===== config.mk =====
export PLATFORM = sky130hd
export DESIGN_NAME = rom_stream_reader_flat
export DESIGN_NICKNAME = d
export VERILOG_FILES = /design/src/rtl/rom_pkg.sv /design/src/rtl/rom_stream_reader_if.sv /design/src/rtl/rom_stream_reader.sv /design/src/flat_wrapper.sv
export SDC_FILE = /design/constraint.sdc
export NUM_CORES = 1
export LEC_CHECK = 0
export ABC_CLOCK_PERIOD_IN_PS = 4200
export CORE_AREA = 2 2 55 57
export DETAILED_ROUTE_END_ITERATION = 10
export DIE_AREA = 0 0 57 59
export PLACE_DENSITY = 0.8
export SYNTH_ARGS = -nofsm -noshare
export SYNTH_HDL_FRONTEND = slang
export SYNTH_SLANG_ARGS = --single-unit

===== constraint.sdc =====
create_clock -name clk -period 4.2 [get_ports clk]
set_input_delay 1.05 -clock clk [delete_from_list [all_inputs] [get_ports clk]]
set_output_delay 1.05 -clock clk [all_outputs]
set_load 0.01 [all_outputs]

===== src/rtl/rom_pkg.sv =====
// Shared types and constants for the 8x14 lookup ROM and its stream reader.
package rom_pkg;

  localparam int unsigned ROM_ADDR_W = 3;
  localparam int unsigned ROM_DATA_W = 14;
  localparam int unsigned ROM_DEPTH  = 8;

  typedef enum logic [1:0] {
    IDLE  = 2'd0,
    RUN   = 2'd1,
    DRAIN = 2'd2
  } rd_state_t;

  typedef logic [ROM_ADDR_W-1:0] rom_addr_t;
  typedef logic [ROM_DATA_W-1:0] rom_word_t;

endpackage


===== src/rtl/rom_stream_reader_if.sv =====
// Valid/ready word stream leaving the ROM reader, with a last-word qualifier.
interface rom_stream_reader_if #(
  parameter int unsigned DATA_W = 14
) ();

  logic              m_valid;
  logic              m_ready;
  logic [DATA_W-1:0] m_data;
  logic              m_last;

  modport master (
    output m_valid,
    output m_data,
    output m_last,
    input  m_ready
  );

  modport slave (
    input  m_valid,
    input  m_data,
    input  m_last,
    output m_ready
  );

endinterface


===== src/rtl/rom_stream_reader.sv =====
// Burst sequencer driving the combinational ROM address and streaming the
// registered ROM words out over a valid/ready interface.
module rom_stream_reader
  import rom_pkg::*;
#(
  parameter int unsigned ADDR_W = ROM_ADDR_W,
  parameter int unsigned DATA_W = ROM_DATA_W,
  parameter int unsigned DEPTH  = ROM_DEPTH
) (
  input  logic              clk,
  input  logic              rst,
  input  logic              start,
  input  logic [ADDR_W-1:0] start_addr,
  input  logic [ADDR_W:0]   count,
  output logic [ADDR_W-1:0] rom_addr,
  input  logic [DATA_W-1:0] rom_dout,
  output logic              busy,
  output logic              done,
  rom_stream_reader_if.master m
);

  localparam logic [ADDR_W:0] MAX_LEN = (ADDR_W+1)'(DEPTH);
  localparam logic [ADDR_W:0] ONE     = (ADDR_W+1)'(1);

  rd_state_t         state, state_n;
  logic [ADDR_W:0]   remaining, remaining_n;
  logic [ADDR_W-1:0] addr_n;
  logic              valid_n, last_n, busy_n, done_n;
  logic [DATA_W-1:0] data_n;
  logic              load;

  // A new word may enter the output register when it is empty or being drained.
  assign load = !m.m_valid || m.m_ready;

  always_comb begin
    state_n     = state;
    remaining_n = remaining;
    addr_n      = rom_addr;
    valid_n     = m.m_valid;
    data_n      = m.m_data;
    last_n      = m.m_last;
    busy_n      = busy;
    done_n      = 1'b0;

    unique case (state)
      IDLE: begin
        if (start && (count != '0)) begin
          addr_n      = start_addr;
          remaining_n = (count > MAX_LEN) ? MAX_LEN : count;
          busy_n      = 1'b1;
          state_n     = RUN;
        end
      end

      RUN: begin
        if (load) begin
          data_n      = rom_dout;
          valid_n     = 1'b1;
          last_n      = (remaining == ONE);
          remaining_n = remaining - ONE;
          // The address stays on the final word so it reflects the last read.
          if (remaining == ONE) begin
            state_n = DRAIN;
          end else begin
            addr_n = rom_addr + 1'b1;
          end
        end
      end

      DRAIN: begin
        if (m.m_valid && m.m_ready) begin
          valid_n = 1'b0;
          last_n  = 1'b0;
          done_n  = 1'b1;
          busy_n  = 1'b0;
          state_n = IDLE;
        end
      end

      default: begin
        state_n = IDLE;
      end
    endcase
  end

  always_ff @(posedge clk) begin
    if (rst) begin
      state     <= IDLE;
      remaining <= '0;
      rom_addr  <= '0;
      m.m_valid <= 1'b0;
      m.m_data  <= '0;
      m.m_last  <= 1'b0;
      busy      <= 1'b0;
      done      <= 1'b0;
    end else begin
      state     <= state_n;
      remaining <= remaining_n;
      rom_addr  <= addr_n;
      m.m_valid <= valid_n;
      m.m_data  <= data_n;
      m.m_last  <= last_n;
      busy      <= busy_n;
      done      <= done_n;
    end
  end

endmodule


===== src/flat_wrapper.sv =====
// flat-port wrapper written by rule: the top's interface ports become plain ports
module rom_stream_reader_flat import rom_pkg::*;
#(
  parameter int unsigned ADDR_W = ROM_ADDR_W,
  parameter int unsigned DATA_W = ROM_DATA_W,
  parameter int unsigned DEPTH  = ROM_DEPTH
)
  (clk, rst, start, start_addr, count, rom_addr, rom_dout, busy, done, m_m_valid, m_m_data, m_m_last, m_m_ready);
  rom_stream_reader_if #(.DATA_W(DATA_W)) m_i ();
  input  logic clk;
  input  logic rst;
  input  logic start;
  input  logic [ADDR_W-1:0] start_addr;
  input  logic [ADDR_W:0] count;
  output logic [ADDR_W-1:0] rom_addr;
  input  logic [DATA_W-1:0] rom_dout;
  output logic busy;
  output logic done;
  output wire logic [$bits(m_i.m_valid)-1:0] m_m_valid;
  output wire logic [$bits(m_i.m_data)-1:0] m_m_data;
  output wire logic [$bits(m_i.m_last)-1:0] m_m_last;
  input wire logic [$bits(m_i.m_ready)-1:0] m_m_ready;
  assign m_m_valid = m_i.m_valid;
  assign m_m_data = m_i.m_data;
  assign m_m_last = m_i.m_last;
  assign m_i.m_ready = m_m_ready;
  rom_stream_reader #(.ADDR_W(ADDR_W), .DATA_W(DATA_W), .DEPTH(DEPTH)) u_core (.clk(clk), .rst(rst), .start(start), .start_addr(start_addr), .count(count), .rom_addr(rom_addr), .rom_dout(rom_dout), .busy(busy), .done(done), .m(m_i));
endmodule

# Word-level counts from Yosys, hierarchy flattened
# Index checks and enable logic that the tools add are counted.
[word_totals] ff_bits=27 input_bits=25 wordCells=57
[op_classes] add_sub_neg=2 order_cmp=1 eq_ne=8 n_mux=21 bitwise_logic=1 n_reduce_logical=16
[ops] cell="$mux 4" count=3
[ops] cell="$mux 3" count=3
[ops] cell="$reduce_and 3->1" count=3
[ops] cell="$mux 2" count=4
[ops] cell="$ne 2x1->1 const B" count=4
[ops] cell="$pmux 4 s2" count=1
[ops] cell="$reduce_and 4->1" count=2
[ops] cell="$pmux 1 s2" count=3
[ops] cell="$pmux 2 s3" count=1
[ops] cell="$pmux 3 s2" count=1
[ops] cell="$reduce_bool 2->1" count=3
[ops] cell="$mux 1" count=5
[ops] cell="$eq 4x1->1 const B" count=1
[ops] cell="$gt 4x4->1 const B" count=1
[ops] cell="$reduce_bool 4->1" count=1
[ops] cell="$sub 4x1->4 const B" count=1
[ops] cell="$add 3x1->3 const B" count=1
[ops] cell="$eq 2x1->1 const B" count=1
[ops] cell="$eq 2x2->1 const B" count=1
[ops] cell="$logic_and 1x1->1" count=2
[ops] cell="$logic_not 2->1" count=1
[ops] cell="$ne 2x2->1 const B" count=1
[ops] cell="$reduce_and 2->1" count=1
[ops] cell="$reduce_or 2->1" count=1
[ops] cell="other kinds (3)" count=3

# Logic depth before layout (Yosys ltp)
# Gate-level depths: netlist (run 1).
[logic_depth] ltp_word=4 ltp_mapped=6 ltp_nobuf=6

# Worst setup path before layout (run 1)
# Ideal clock, no wire load.
[synth_path] path_type="in2reg" start="input port start" end="register u_core.remaining[0]" arrival_time_ns=2.065 required_time_ns=4.069 setup_slack_ns=2.004 cell_stages=5 path_cell_list="or3b_4 > or2_1 > buf_6 > a221oi_2 > nor3_1"
[synth_between] elab_chain_len=3
[synth_rtl] item="start: declaration" line="flat_wrapper.sv:12" source="input logic start;"
[synth_rtl] item="$logic_and 1x1->1" line="rom_stream_reader.sv:47" source="if (start && (count != '0)) begin"
[synth_rtl] item="$ne 2x1->1 (no line)"
[synth_rtl] item="$reduce_and 3->1 (no line)"
[synth_rtl] item="end signal: assignment" line="rom_stream_reader.sv:98" source="remaining <= remaining_n;"
[synth_rtl] item="end: declaration" line="rom_stream_reader.sv:26" source="logic [ADDR_W:0] remaining, remaining_n;"
# Every way passes these cells.
# A chain may end at the register's enable or synchronous reset.

# Final worst setup path (run 1)
[layout_path] start="input port m_m_ready" end="register u_core.rom_addr[2]"
[layout_between] elab_chain_len=3
[layout_rtl] item="start: declaration" line="flat_wrapper.sv:22" source="input wire logic [$bits(m_i.m_ready)-1:0] m_m_ready;"
[layout_rtl] item="$logic_or 1x1->1" line="rom_stream_reader.sv:33" source="assign load = !m.m_valid || m.m_ready;"
[layout_rtl] item="$ne 2x1->1 (no line)"
[layout_rtl] item="$reduce_and 4->1 (no line)"
[layout_rtl] item="end signal: assignment" line="rom_stream_reader.sv:99" source="rom_addr <= addr_n;"
[layout_rtl] item="end: declaration" line="rom_stream_reader.sv:15" source="output logic [ADDR_W-1:0] rom_addr,"
# Every way passes these cells.

==> results.md, run 1 <==
* Post-CTS Resized at 0
* Synth Cell Area at 1200 um^2
* Antenna Violating Nets Remaining at 0
* Die Wd at ~57 um
* Slowest cell on the critical path: clkdlybuf4s50_1
* Hold buffers post-CTS at 0
* Setup TNS at 0 ns
* EDFF count, synth at 0
* Average wire per standard cell at 13.0 um
* Synth Warn # at 0
* Peak fanout along the critical path at 19
* Die height at about 59 um
* Std cell rows at 19
* Synth top area share at 44.9%
* Hold WS at about 0.46 ns
* Tcrit/Tclk final at 58.4%
* Peak supply drop at ~0.20 mV
* Tot GR Track Use at 17.9%
* Critical Path RT at 4.37 ns
* Clock skew at 0.00289 ns
* Pin count of the biggest net entering global routing at 28
* Via count at between 1000 and 1500
* Clock sink count at 27
* Main synth FF type: dfxtp_1
* Gpl congestion at 0.899
* Area delta synth->final at 39.5%
* CTS buffer count at 3
* Nets at between 200 and 250
* Final setup fails at 0
* Syn Inst Count at 145
* Synth Area per Inst at 8.31 um^2
* Main area contributors after synthesis: dfxtp_1, nand2_1, a21oi_1
* Slew HR at roughly 34%
* Setup bufs post-CTS at 0
* Largest area contributor in the netlist: dfxtp_1
* Vias in the first global route at 1118
* Min-Delay Path Class: reg2reg
* Slew Limit Fails at 0
* Initial DRC Count at 33
* Crit path launch type: primary input
* Initial antenna violation count at 0
* Clk_lat worst skew at 0.31 ns
* Most frequent cells in the layout: clkdlybuf4s50_1, nand2_1, dfxtp_1
* Worst path max stage delay at 0.51 ns
* Pwr Density at ~340 nW/um^2
* Via/cell ratio at between 5 and 6
* # diodes at 0
* Grt ovf at 0
* CTS tree: yes
* Post-Route WL at 2820 um
* Commonest non-fill, non-tap cell in the layout: clkdlybuf4s50_1
* First-pass GRT wire length at 4860 um
* Io pins at 46
* Status: finished, final reports clean
* Clock root buffer: clkbuf_4
* CP Buf/Inv Count at 1
* PortBufs at 45
* Critical path start-end classification: in2reg
* Endpoints failing hold at 0
* Core area at between 2000 and 3000 um^2
* Clock buffer depth at 2
* DPL Wire Length at 2130 um
* Share of cells above drive strength 1 at 5.91%
* CTS clock-pin slew for the worst setup and hold paths at 0.14 ns
* Net Count, Synth at 173
* Post-layout minimum cycle time at 2.45 ns
* Crit-path leading delay family: compound AO/OA/AOI/OAI gates
* Tightest Pin Transition at ~0.99 ns
* Fraction of registers with async set or reset after synthesis at 0%
* # H-tree levels at 1
* Cell variety after synth at 34
* DIE AREA at roughly 3400 um^2
* First-pass DRT Iterations at 5
* Crit-path cells: clkdlybuf4s50_1, nand2b_1, nand2_1, o311ai_1, a21oi_1
* Reg2Reg Setup Slack at 2.03 ns
* Crit path DAT at 2.62 ns
* Fmax at 408 MHz
* Critical Path End Type: flip-flop
* Register bit count reported by yosys at 27
* DRC errors left at 0
* Leak at 0.612 nW
* Max cap viols at 0
* RSZ-0062 raised after global routing: no
* Sequential-to-total area share from yosys stat at 44.9%
* Initial core utilization at 44.5%
==> path summary, 6_finish.rpt <==
kind,to,start,cells after the start
max,u_core.rom_addr[2],m_m_ready,5
min,u_core.busy,u_core.busy,2
max reg2reg,u_core.rom_addr[2],u_core.state[0],4
min reg2reg,u_core.busy,u_core.busy,2
==> routing by layer <==
metal,part of all wire [%],GRT usage (%)
met4,0.82,3.99
met5,0,0
met2,46,31.5
met3,8.7,3.49
met1,44,22.9
==> worst register-to-register path, cell delays in order, from the launching register on <==
cell,delay (ns)
dfxtp_1,0.38
nor2b_1,0.54
nand2_1,0.58
o311ai_1,0.43
a21oi_1,0.10
==> power by group <==
part           total, W  leakage (nW)  switching (W)  internal, W
clock          0.000109        0.0150      0.0000717    0.0000371
combinational  0.000160         0.376      0.0000777    0.0000821
sequential     0.000295         0.221      0.0000160     0.000279
==> Yosys cell counts, types with 2 or more instances <==
cell,number
buf_2,2
a21oi_1,20
o21ai_0,4
a32o_1,2
nand3b_1,2
nand2b_1,2
o211ai_1,2
nor2b_1,3
clkbuf_1,4
dfxtp_1,27
nand3_1,2
ha_1,3
a221oi_2,2
nor3_1,2
nand2_1,38
inv_1,7
nor2_1,6
==> sequential cells by signal, indices dropped and copies added, names as in the netlist <==
name	count
u_core.rom_addr	3
u_core.m.m_valid	1
u_core.m.m_last	1
u_core.state	2
u_core.busy	1
u_core.m.m_data	14
u_core.remaining	4
u_core.done	1
==> cell families after synthesis <==
| group | synth area share [%] |
|---|---|
| AND/OR/NAND/NOR | 23.5 |
| flip-flops | 44.9 |
| AO/OA/AOI/OAI | 22.1 |
| buffers and inverters | 5.50 |
| adder cells (fa/ha/maj) | 3.12 |
| multiplexers | 0.935 |
==> cell type report <==
| cell class | count | area [um^2] |
|---|---|---|
| timing repair buffer | 45 | 450 |
| clock buffer | 4 | 26.3 |
| sequential | 27 | 541 |
| tap | 31 | 38.8 |
| multi-input combinational | 103 | 598 |
| inverter | 7 | 26.3 |
| fill | 252 | 1030 |
==> per-stage QoR <==
step	setup slack, ns	std cells	cell area [um^2]	total power [W]	util, %
6_report	1.75	217	1680	0.000564	62.0
5_1_grt	1.55	217	1680	0.000598	62.0
4_1_cts	1.75	217	1680	0.000570	62.0
3_5_place_dp	1.40	213	1650	0.000461	61.0
3_3_place_gp	1.45	213	1650	0.000454	61.0
2_1_floorplan	2.00	145	1200	0.000390	-
Note: power is estimated with default switching activity, not from simulation.
==> run 2, diff against run 1 <==
ABC_CLOCK_PERIOD_IN_PS = 2410   (was 4200)
CORE_AREA = 2 2 56 58   (was 2 2 55 57)
DIE_AREA = 0 0 58 60   (was 0 0 57 59)
PLACE_DENSITY = 0.77   (was 0.8)
clock period = 2.41 ns   (was 4.2 ns; I/O delays follow)
==> results.md, run 2 (synthesis results as in run 1) <==
* Cells after DPL at 219 (+2.8%)
* Antenna Violating Nets Remaining at 0 (unchanged)
* Gpl congestion at 0.839 (-6.6%)
* First-pass DRT Iterations at 4 (-1)
* Clock power frac at 19.0% (-0.3 points)
* CTS buffer count at 3 (unchanged)
* Status: finished, final reports clean
* Fmax at around 520 MHz
* Share of power burned in registers at 52.1% (-0.3 points)
* Placed Area at 1690 um^2 (+2.0%)
* Initial DRC Count at 37 (+12%)
* Hold buffers post-CTS at 0 (unchanged)
* Pin count of the biggest net entering global routing at 16 (-43%)
* Die Wd at 58 um (+1.8%)
* Clock buffer depth at 2 (unchanged)
* Peak supply drop at 0.301 mV (+53%)
* First-pass GRT wire length at 4700 um (-3.3%)
* Top Registers: u_core.m.m_data: 14 flops, u_core.remaining: 4 flops, u_core.rom_addr: 3 flops
* DPL Wire Length at 2250 um (+5.6%)
* DIE AREA at 3480 um^2 (+3.5%)
* Tot GR Track Use at 17.2% (-0.65 points)
* Slowest cell on the critical path: clkdlybuf4s50_1
* Slew HR at 52.5% (+18 points)
* CTS tree: yes
* Clock sink count at 27 (unchanged)
* Reg with most FFs: u_core.m.m_data
* Crit path launch type: primary input
* Reg2Reg Setup Slack at 0.58 ns (-1.45 ns)
* Worst path max stage delay at 0.45 ns (-0.06 ns)
* PortBufs at 45 (unchanged)
* Leak at 0.635 nW (+3.6%)
* Core area at 2900 um^2 (+7.1%)
* Clock root buffer: clkbuf_4
* Crit-path cells: clkdlybuf4s50_1, or3b_4, or2_1, a221oi_2, nor3_1
* Min-Delay Path Class: reg2reg
* Critical Path End Type: flip-flop
* CTS clock-pin slew for the worst setup and hold paths at 0.14 ns (about the same)
* Die height at 60 um (+1.7%)
* Via/cell ratio at 5.18 (-3.2%)
* Clk_lat worst skew at 0.32 ns (about the same)
* Final setup fails at 0 (unchanged)
* Via count at 1155 (-0.52%)
* Post-Route WL at 2860 um (+1.4%)
* Internal Power at 0.000696 W (+75%)
* Nets at 219 (+1.9%)
* RSZ-0062 raised after global routing: no
* Slew Limit Fails at 0 (unchanged)
* Vias in the first global route at 1086 (-2.9%)
* Max reg flops at 14 (unchanged)
* Critical path start-end classification: in2reg
* Grt ovf at 0 (unchanged)
* Final instance area at 1710 um^2 (+2.0%)
* Std cell rows at 20 (+1)
* Critical Path RT at 2.63 ns (-1.74 ns)
* Tcrit/Tclk final at around 80%
* Endpoints failing hold at 0 (unchanged)
* DRC errors left at 0 (unchanged)
* Pwr Density at 576 nW/um^2 (+72%)
* Crit path DAT at 2.14 ns (-0.48 ns)
* Post-CTS Resized at 0 (unchanged)
* # H-tree levels at 1 (unchanged)
* Initial core utilization at 41.5% (-3.0 points)
* Max cap viols at 0 (unchanged)
* Io pins at 46 (unchanged)
* Clock skew at 0.00525 ns (+0.00236 ns)
* Comb pwr share at 28.9% (+0.5 points)
* Net Sw Frac at 29.5% (+0.11 points)
* Hold WS at 0.463 ns (-0.000938 ns)
* Area delta synth->final at 42.3%
* Most frequent cells in the layout: clkdlybuf4s50_1, nand2_1, dfxtp_1
* Setup bufs post-CTS at 0 (unchanged)
* Total power at 0.000987 W (+75%)
* Average wire per standard cell at 12.8 um (-1.3%)
* Peak fanout along the critical path at 6 (-13)
* Share of cells above drive strength 1 at 8.42% (+2.5 points)
* Post-layout minimum cycle time at roughly 1.9 ns
* Post-Layout Cell Count at 223 (+2.8%)
* Tightest Pin Transition at 0.712 ns (-0.276 ns)
* Initial antenna violation count at 0 (unchanged)
* # diodes at 0 (unchanged)
* Setup TNS at 0 ns (unchanged)
* Commonest non-fill, non-tap cell in the layout: clkdlybuf4s50_1
* NetSw at 0.000291 W (+76%)
[run 2: changes by cell type in the layout (fill, tap and decap cells not counted)]
cell | before | now
buf_4 | 0 | 4
clkinv_2 | 0 | 1
clkbuf_1 | 1 | 0
[run 2: cell type report]
cell class / count / area (um^2)
clock buffer: 3 / 22.5
clock inverter: 1 / 5.00
fill: 289 / 1190
inverter: 7 / 26.3
multi-input combinational: 103 / 598
sequential: 27 / 541
tap: 33 / 41.3
timing repair buffer: 49 / 480
[run 2: final timing paths]
kind / from / endpoint / depth (start not counted)
setup / recovery: start / u_core.remaining[0] / 5
setup reg to reg: u_core.state[0] / u_core.rom_addr[2] / 4
hold reg to reg: u_core.m.m_data[12] / u_core.m.m_data[12] / 2
hold / removal: u_core.m.m_data[12] / u_core.m.m_data[12] / 2
[run 2: routing by layer]
layer | wire length (um) | track usage [%]
met1 | 1210 | 19.2
met2 | 1420 | 32.6
met3 | 218 | 3.68
met4 | 13 | 5.32
met5 | 0 | 0
[run 2: critical path: cells and delay by family]
kind            cells  cell delay [ns]
compound gates      1             0.31
buf+inv             1             0.45
simple gates        3             0.78
[run 2: power groups by stage]
stage          logic (W)  registers, W  clock network, W
6_report        0.000285      0.000514          0.000188
5_1_grt         0.000314      0.000520          0.000217
4_1_cts         0.000287      0.000514          0.000198
3_5_place_dp    0.000286      0.000524                 0
3_3_place_gp    0.000277      0.000522                 0
2_1_floorplan   0.000147      0.000533                 0
[run 2: metrics by stage]
stage | util, % | worst slack (ns)
after floorplan | - | 0.661
after global placement | 58.1 | 0.199
after detailed placement | 58.1 | 0.150
after CTS | 59.1 | 0.473
after global routing | 59.1 | 0.390
final | 59.1 | 0.489
